File: src/rtl/mdu.sv
// Iterative RV32M multiply/divide unit: shift-add multiplier and restoring divider on a shared accumulator.
// Define MDU_EARLY_OUT_EN to let divide-by-zero and signed-overflow operations skip the iteration phase.
module mdu #(
    parameter int XLEN = 32
) (
    input  logic            clk,
    input  logic            reset,
    input  logic [XLEN-1:0] in_0,
    input  logic [XLEN-1:0] in_1,
    input  logic [2:0]      operation,
    input  logic            start,
    output logic            busy,
    output logic            done,
    output logic [XLEN-1:0] out
);

    localparam int CW = $clog2(XLEN + 1);
    localparam logic [2:0] OP_MUL    = 3'b000;
    localparam logic [2:0] OP_MULH   = 3'b001;
    localparam logic [2:0] OP_MULHSU = 3'b010;
    localparam logic [2:0] OP_MULHU  = 3'b011;
    localparam logic [2:0] OP_DIV    = 3'b100;
    localparam logic [2:0] OP_DIVU   = 3'b101;
    localparam logic [2:0] OP_REM    = 3'b110;
    localparam logic [XLEN-1:0] MIN_NEG = {1'b1, {(XLEN-1){1'b0}}};

    typedef enum logic [1:0] {IDLE, CALC, FINISH} state_t;

    state_t          state_q, state_d;
    logic [CW-1:0]   cnt_q, cnt_d;
    logic [XLEN-1:0] acc_q, acc_d, lo_q, lo_d, b_q, b_d, a_q, a_d, out_q, out_d;
    logic [2:0]      op_q, op_d;
    logic            sign0_q, sign0_d, sign1_q, sign1_d;
    logic            divZero_q, divZero_d, ovf_q, ovf_d, done_q, done_d;

    logic            signed0, signed1, neg0, neg1, inDivZero, inOvf;
    logic [XLEN-1:0] mag0, mag1;

    always_comb begin
        signed0   = (operation == OP_MULH) || (operation == OP_MULHSU) ||
                    (operation == OP_DIV)  || (operation == OP_REM);
        signed1   = (operation == OP_MULH) || (operation == OP_DIV) || (operation == OP_REM);
        neg0      = signed0 && in_0[XLEN-1];
        neg1      = signed1 && in_1[XLEN-1];
        mag0      = neg0 ? -in_0 : in_0;
        mag1      = neg1 ? -in_1 : in_1;
        inDivZero = operation[2] && (in_1 == '0);
        inOvf     = ((operation == OP_DIV) || (operation == OP_REM)) &&
                    (in_0 == MIN_NEG) && (in_1 == '1);
    end

    // lo_q holds the multiplier (shifted out LSB first) or the dividend/quotient (shifted left).
    logic [XLEN:0]   addSum, trial, diff;
    logic [XLEN-1:0] iterAcc, iterLo;

    always_comb begin
        addSum = {1'b0, acc_q} + (lo_q[0] ? {1'b0, b_q} : '0);
        trial  = {acc_q, lo_q[XLEN-1]};
        diff   = trial - {1'b0, b_q};
        if (op_q[2]) begin
            if (diff[XLEN]) begin
                iterAcc = trial[XLEN-1:0];
                iterLo  = {lo_q[XLEN-2:0], 1'b0};
            end else begin
                iterAcc = diff[XLEN-1:0];
                iterLo  = {lo_q[XLEN-2:0], 1'b1};
            end
        end else begin
            iterAcc = addSum[XLEN:1];
            iterLo  = {addSum[0], lo_q[XLEN-1:1]};
        end
    end

    logic [2*XLEN-1:0] product, prodSigned;
    logic [XLEN-1:0]   quotSigned, remSigned, result;

    always_comb begin
        product    = {acc_q, lo_q};
        prodSigned = (sign0_q ^ sign1_q) ? -product : product;
        quotSigned = (sign0_q ^ sign1_q) ? -lo_q : lo_q;
        remSigned  = sign0_q ? -acc_q : acc_q;
        result     = '0;
        case (op_q)
            OP_MUL:                        result = prodSigned[XLEN-1:0];
            OP_MULH, OP_MULHSU, OP_MULHU:  result = prodSigned[2*XLEN-1:XLEN];
            OP_DIV:  result = divZero_q ? '1 : (ovf_q ? a_q : quotSigned);
            OP_DIVU: result = divZero_q ? '1 : lo_q;
            OP_REM:  result = divZero_q ? a_q : (ovf_q ? '0 : remSigned);
            default: result = divZero_q ? a_q : acc_q;
        endcase
    end

    always_comb begin
        state_d   = state_q;
        cnt_d     = cnt_q;
        acc_d     = acc_q;
        lo_d      = lo_q;
        b_d       = b_q;
        a_d       = a_q;
        op_d      = op_q;
        sign0_d   = sign0_q;
        sign1_d   = sign1_q;
        divZero_d = divZero_q;
        ovf_d     = ovf_q;
        out_d     = out_q;
        done_d    = 1'b0;
        case (state_q)
            IDLE: begin
                if (start) begin
                    a_d       = in_0;
                    lo_d      = mag0;
                    b_d       = mag1;
                    acc_d     = '0;
                    op_d      = operation;
                    sign0_d   = neg0;
                    sign1_d   = neg1;
                    divZero_d = inDivZero;
                    ovf_d     = inOvf;
                    cnt_d     = CW'(XLEN);
`ifdef MDU_EARLY_OUT_EN
                    state_d   = (inDivZero || inOvf) ? FINISH : CALC;
`else
                    state_d   = CALC;
`endif
                end
            end
            CALC: begin
                acc_d = iterAcc;
                lo_d  = iterLo;
                cnt_d = cnt_q - CW'(1);
                if (cnt_q == CW'(1)) begin
                    state_d = FINISH;
                end
            end
            FINISH: begin
                out_d   = result;
                done_d  = 1'b1;
                state_d = IDLE;
            end
            default: state_d = IDLE;
        endcase
    end

    always_ff @(posedge clk or posedge reset) begin
        if (reset) begin
            state_q   <= IDLE;
            cnt_q     <= '0;
            acc_q     <= '0;
            lo_q      <= '0;
            b_q       <= '0;
            a_q       <= '0;
            op_q      <= '0;
            sign0_q   <= 1'b0;
            sign1_q   <= 1'b0;
            divZero_q <= 1'b0;
            ovf_q     <= 1'b0;
            out_q     <= '0;
            done_q    <= 1'b0;
        end else begin
            state_q   <= state_d;
            cnt_q     <= cnt_d;
            acc_q     <= acc_d;
            lo_q      <= lo_d;
            b_q       <= b_d;
            a_q       <= a_d;
            op_q      <= op_d;
            sign0_q   <= sign0_d;
            sign1_q   <= sign1_d;
            divZero_q <= divZero_d;
            ovf_q     <= ovf_d;
            out_q     <= out_d;
            done_q    <= done_d;
        end
    end

    assign busy = (state_q != IDLE);
    assign done = done_q;
    assign out  = out_q;

endmodule

File: config.mk
export PLATFORM = sky130hd
export DESIGN_NAME = mdu
export DESIGN_NICKNAME = d
export VERILOG_FILES = /design/src/rtl/mdu.sv
export SDC_FILE = /design/constraint.sdc
export NUM_CORES = 1
export LEC_CHECK = 0
export CORE_ASPECT_RATIO = 2
export CORE_UTILIZATION = 62
export CTS_CLUSTER_SIZE = 12
export DETAILED_ROUTE_END_ITERATION = 8
export GPL_ROUTABILITY_DRIVEN = 1
export PLACE_DENSITY = 0.83
export SLEW_MARGIN = 25
export SYNTH_ARGS = -nofsm -noshare
export SYNTH_HDL_FRONTEND = slang
export SYNTH_SLANG_ARGS = --single-unit
File: constraint.sdc
create_clock -name clk -period 7.4 [get_ports clk]
set_clock_uncertainty 0.05 [all_clocks]
set_input_delay 1.11 -clock clk [delete_from_list [all_inputs] [get_ports clk]]
set_output_delay 1.11 -clock clk [all_outputs]
set_load 0.01 [all_outputs]
==> impl_metrics.tcl, run 1 <==
set metrics [dict create \
    cts_sinks 176 \
    grt_pass1_vias 18700 \
    dp.cells 2492 \
    port-buffer-count 103 \
    htreeDepth 4 \
    synthArstFlopShare 1.00 \
    cts_inserted_buffers 17 \
    ys_ff_latch 176 \
    yosysTopAreaCell "dfrtp_1" \
    grt_remaining_overflow 2 \
    synthDistinctLibCells 77 \
    firstError "[ERROR GRT-0116] Global routing finished with congestion. Check the congestion regions in the DRC Viewer." \
    ys_warn_count 0 \
    die_height_um 232 \
    synth.avg_cell_area_um2 7.54 \
    yosysMostFrequentCell "nand2_1" \
    cts_buffer_depth 2 \
    synth_nets 2325 \
    grt_use_total 0.580 \
    grt_pass1_wl_um 115000 \
    die_x_um 117 \
    clock-root-buffer "clkbuf_16" \
    post-synth-top-area-fraction 0.268 \
    cts-resized-gates 0 \
    synth_edf_count 0 \
    dp_hpwl_um 50100 \
    gp_congestion 1.09 \
    ys_seq_area_frac 0.268 \
    lastStage "5_1_grt" \
    ioPinCount 104 \
    post_cts_buffers 0 \
    synthTopCellsByArea "dfrtp_1 (27%), nand2_1 (7.1%), o21ai_0 (7.0%)" \
    synth_flop_cell "dfrtp_1" \
    ctsHoldBuffers 0 \
    status "aborted with a tool error" \
    syn_inst 2182 \
    grt_max_degree 121 \
    syn_area_um2 16500 \
    synth_common_cells "nand2_1 (311), o21ai_0 (229), dfrtp_1 (176), a21oi_1 (172), nor2_1 (159)" \
    rows 84 \
    place_area_um2 17500 \
    initial_core_util 0.629 \
]
[logic make-up after synthesis]
family,share of synthesized area
muxes,0.0496
xor gates and xnor gates,0.101
and+or+nand+nor,0.200
AOI/OAI and AO/OA,0.270
buffers and inverters,0.0563
adders and majority gates,0.0564
DFF,0.268
[per-stage QoR]
| step | setup WS [ns] | hold slack [ns] |
|---|---|---|
| 4_1_cts | 2.59 | 0.436 |
| 3_3_place_gp | 2.82 | 0.412 |
| 2_1_floorplan | 1.47 | 0.400 |
| 3_5_place_dp | 2.62 | 0.421 |
[per-layer routing]
metal | track usage | overflow
met3 | 0.292 | 0
met1 | 0.573 | 0
met5 | 0.0176 | 0
met4 | 0.610 | 0
met2 | 0.830 | 2
==> inputs of run 2 (changes only) <==
- CORE_ASPECT_RATIO: 2 -> not set
- CORE_UTILIZATION: 62 -> 40
- CTS_CLUSTER_SIZE: 12 -> not set
- PLACE_DENSITY: 0.83 -> not set
- PLACE_DENSITY_LB_ADDON: not set -> 0.15
==> run 2 against run 1 <==
The flow now finishes without violations. Synthesized area did not move. Synthesized cell count did not move.
==> impl_metrics.tcl, run 2 <==
set metrics [dict create \
    clk_pin_slew_ns 0.07 \
    synth_nets 2325 \
    detail_route.first_pass.iterations 5 \
    clock-root-buffer "clkbuf_16" \
    tightest_slew_ns 1.09 \
    cts-resized-gates 0 \
    grt_max_degree 84 \
    yosysTopAreaCell "dfrtp_1" \
    p_per_area_nw_per_um2 547 \
    fin_crit_ns 4.68 \
    syn_area_um2 16500 \
    grt_remaining_overflow 0 \
    cp.required_ns 7.73 \
    htreeDepth 4 \
    ys_seq_area_frac 0.268 \
    totalWireLength_um 66000 \
    grt_pass1_vias 15800 \
    final_nets 2309 \
    area_growth_pct 11.7 \
    synth.avg_cell_area_um2 7.54 \
    grt_use_total 0.319 \
    dieArea_um2 42000 \
    drt_iter0_drc 1683 \
    synth_flop_cell "dfrtp_1" \
    synth_edf_count 0 \
    layout_commonest_cell "nand2_1" \
    synth_common_cells "nand2_1 (311), o21ai_0 (229), dfrtp_1 (176), a21oi_1 (172), nor2_1 (159)" \
    syn_inst 2182 \
    synthTopCellsByArea "dfrtp_1 (27%), nand2_1 (7.1%), o21ai_0 (7.0%)" \
    detail-route-antenna-nets 0 \
    cp_max_fo 5 \
    layout_worst_path_cycle_share 0.633 \
    place_area_um2 17800 \
    ir_drop_mv 0.298 \
    ys_ff_latch 176 \
    viasPerCell 6.23 \
    rsz0062_at_grt "no" \
    vias 16900 \
    ys_warn_count 0 \
    coreArea_um2 40200 \
    final-seq-area_um2 4410 \
    final_cell_mix "nand2_1 (309), o21ai_0 (229), dfrtp_1 (174)" \
    grt_pass1_wl_um 99400 \
    rows 73 \
    cts_inserted_buffers 17 \
    antenna_found_initial 0 \
    timing.fmax_mhz 214 \
    drive_above_1_share 0.0496 \
    drv_slew 0 \
    setup_viol 0 \
    die_x_um 205 \
    arrival_ns 5.01 \
    p_leak_nw 7.39 \
    clock_latency_ns 0.52 \
    cts_tree "built" \
    nFillCells 4121 \
    cts_sinks 176 \
    relSlewSlack 0.274 \
    synthDistinctLibCells 77 \
    post_cts_buffers 0 \
    hold_class "reg -> reg" \
    crit_type "in -> reg" \
    worstSetupEndpointType "register" \
    synthArstFlopShare 1.00 \
    port-buffer-count 103 \
    diodes 0 \
    cts_buffer_depth 2 \
    initial_core_util 0.410 \
    finish.instance_area_um2 18400 \
    yosysMostFrequentCell "nand2_1" \
    drcViolationCount 0 \
    status "completed" \
    gp_congestion 0.972 \
    routedWlPerCell_um 24.4 \
    die_height_um 205 \
    multi_input_area_um2 11200 \
    ioPinCount 104 \
    maxCapViolations 0 \
    fin_setup_tns_ns 0 \
    start_kind "primary input" \
    ctsHoldBuffers 0 \
    post-synth-top-area-fraction 0.268 \
    hold_viol 0 \
    dp_hpwl_um 49300 \
]
-- run 2: cell counts after synthesis --
No cell type changed its count.
-- run 2: metrics by stage --
stage | power (W) | hold slack (ns) | setup slack [ns] | utilization | cells
5_1_grt | 0.0108 | 0.457 | 2.48 | 0.457 | 2704
3_5_place_dp | 0.00887 | 0.422 | 2.27 | 0.442 | 2672
2_1_floorplan | 0.00671 | 0.400 | 1.47 | - | 2182
3_3_place_gp | 0.00883 | 0.412 | 2.43 | 0.442 | 2672
6_report | 0.0100 | 0.431 | 2.72 | 0.457 | 2704
4_1_cts | 0.00991 | 0.440 | 2.48 | 0.457 | 2704
-- run 2: metal layers --
metal  global-route usage  wire length [um]
met1                0.468             30900
met2                0.455             27500
met3               0.0738              5890
met4                0.105              1660
met5                    0                 0
-- run 2: report_power, final --
group          total (W)  internal (W)  switching (W)
Combinational    0.00672       0.00261        0.00411
Clock            0.00100      0.000545       0.000460
Sequential       0.00232       0.00142       0.000905
Total             0.0100       0.00458        0.00547
-- run 2: worst max-delay path, cell delays in order --
cell             delay (ns)
clkdlybuf4s50_1        0.47
inv_1                  0.10
ha_1                   0.16
or3b_2                 0.47
or4_1                  0.51
nor3_1                 0.60
nand2_1                0.35
nor4_1                 0.62
a21oi_1                0.18
xnor2_1                0.16
nand2_1                0.07
o211ai_1               0.08
o21ai_0                0.12
-- run 2: area by class of cell --
class | count | share of cell area
well taps | 525 | 0.0357
repair buffers | 130 | 0.0671
multi-input cells | 1766 | 0.608
flip-flops and latches | 176 | 0.240
inverters | 75 | 0.0156
clock buffers | 18 | 0.0239
clock inverters | 14 | 0.00966
-- run 2: cells by family (layout without fill, tap and decap cells) --
| family | after synthesis | after routing | share of synthesized area |
|---|---|---|---|
| simple gates | 714 | 714 | 0.200 |
| compound gates | 710 | 710 | 0.270 |
| buf+inv | 240 | 237 | 0.0563 |
| xor+xnor | 189 | 189 | 0.101 |
| flops | 176 | 176 | 0.268 |
| mux | 80 | 80 | 0.0496 |
| fa+ha+maj | 73 | 73 | 0.0564 |
-- run 2: worst paths after layout --
check | from | end | slack, ns | depth (start not counted)
setup / recovery | in_0[1] | lo_q[28] | 2.72 | 13
hold / removal | out[7] | out[7] | 0.43 | 2
setup reg to reg | lo_q[0] | out[30] | 2.83 | 12
hold reg to reg | out[7] | out[7] | 0.43 | 2
max in group asynchronous | reset | op_q[2] | 5.03 | 3
min in group asynchronous | reset | cnt_q[4] | 1.06 | 2
No activity file was read; power rests on OpenSTA's default activity.
==> inputs of run 3 (changes only) <==
- clock period: 7.4 -> 4.1 ns (I/O delays scaled with it)
==> run 3 against run 2 <==
Power rose by 88%. First-iteration DRC count grew 11%. Hold slack got worse by 0.0018 ns. Sequential share of layout area decreased by 0.92 points. Via count rose by 2.2%. Clock-buffer cell count grew 1. Non-clock buffer count grew 87. Setup slack got worse by 2.6 ns. Sequential power grew 59%. Wire length increased by 1.9%. Combinational power grew 99%.
==> impl_metrics.tcl, run 3 (same netlist as run 2, synthesis figures left out) <==
set metrics [dict create \
    layout_worst_path_cycle_share 0.959 \
    finish.instance_area_um2 19100 \
    final_nets 2396 \
    grt_pass1_wl_um 102000 \
    diodes 0 \
    totalWireLength_um 67200 \
    ioPinCount 104 \
    p_leak_nw 7.85 \
    grt_use_total 0.327 \
    rsz0062_at_grt "no" \
    drcViolationCount 0 \
    clock-root-buffer "clkbuf_16" \
    start_kind "register" \
    htreeDepth 4 \
    rows 73 \
    ir_drop_mv 0.635 \
    die_height_um 205 \
    port-buffer-count 103 \
    post_cts_buffers 0 \
    cts-resized-gates 0 \
    viasPerCell 6.18 \
    cts_tree "built" \
    status "completed" \
    wl_met2_um 28100 \
    top_layer_used "met4" \
    initial_core_util 0.410 \
    wl_met3_um 6080 \
    met1_length_um 31100 \
    dp_hpwl_um 51900 \
    cp.required_ns 4.44 \
    fin_setup_tns_ns 0 \
    cp_max_fo 6 \
    clock_latency_ns 0.51 \
    vias 17200 \
    drv_slew 0 \
    p_per_area_nw_per_um2 990 \
    setup_viol 0 \
    drt_iter0_drc 1869 \
    detail_route.first_pass.iterations 6 \
    grt_remaining_overflow 0 \
    detail-route-antenna-nets 0 \
    timing.fmax_mhz 254 \
    area_growth_pct 16.2 \
    arrival_ns 4.28 \
    gp_congestion 0.991 \
    ff2ff_setup_slack_ns 0.17 \
    grt_pass1_vias 16300 \
    grt_max_degree 100 \
    final_cell_mix "nand2_1 (310), o21ai_0 (229), dfrtp_1 (174)" \
    ctsHoldBuffers 0 \
    clk_pin_slew_ns 0.07 \
    tightest_slew_ns 0.977 \
    cts_buffer_depth 2 \
    maxCapViolations 0 \
    relSlewSlack 0.342 \
    cts_sinks 176 \
    routedWlPerCell_um 24.1 \
    fin_crit_ns 3.93 \
    cts_inserted_buffers 17 \
    layout_commonest_cell "nand2_1" \
    drive_above_1_share 0.0847 \
    place_area_um2 18500 \
    worstSetupEndpointType "register" \
    coreArea_um2 40200 \
    die_x_um 205 \
    antenna_found_initial 0 \
    dieArea_um2 42000 \
    hold_class "reg -> reg" \
    crit_type "reg -> reg" \
    hold_viol 0 \
]
[run 3: cell count changes in the layout (fill, tap and decap cells not counted), sizes merged]
cell | previous run | this run
buf | 27 | 114
inv | 80 | 79
clkinv | 4 | 3
clkbuf | 18 | 19
clkinvlp | 2 | 3
[run 3: critical path: stages (launching register included)]
cell	delay, ns
dfrtp_1	0.38
inv_1	0.14
ha_1	0.32
a21oi_1	0.30
o211ai_1	0.21
a2111oi_0	0.70
o31ai_1	0.21
a211oi_1	0.47
nor4_1	0.13
a211oi_1	0.31
xor2_1	0.23
o211ai_1	0.10
a32o_1	0.26
[run 3: per-layer routing]
metal,vias up,global-route usage
li1,8036,-
met1,8300,0.470
met2,804,0.469
met3,97,0.0811
met4,0,0.113
met5,-,0
[run 3: through the flow]
step	instances	hold slack, ns	util	total power [W]	worst slack (ns)
after floorplan	2182	0.400	-	0.0121	0.327
after global placement	2759	0.409	0.460	0.0166	0.148
after detailed placement	2759	0.421	0.460	0.0167	0.123
after CTS	2791	0.436	0.475	0.0186	0.118
after global routing	2791	0.456	0.476	0.0203	0.0204
final	2791	0.429	0.476	0.0189	0.168
[run 3: area by class of cell]
type	instances	area (um2)
multi-input combinational	1766	11200
clock buffer	19	443
inverter	75	285
clock inverter	13	176
fill	4092	21100
timing repair buffer	217	1960
sequential	176	4410
tap	525	657
[run 3: worst paths after layout]
path                              to  cells past startpoint  startpoint
setup / recovery           acc_q[31]                     12     b_q[15]
hold / removal               out[12]                      2     out[12]
setup reg to reg           acc_q[31]                     12     b_q[15]
hold reg to reg              out[12]                      2     out[12]
max in group asynchronous  divZero_q                      3       reset
min in group asynchronous    lo_q[2]                      2       reset
[run 3: power by group]
part,switching [W],internal [W],leakage [nW]
sequential,0.00113,0.00257,2.11
combinational,0.00817,0.00525,5.44
clock,0.000831,0.000987,0.298
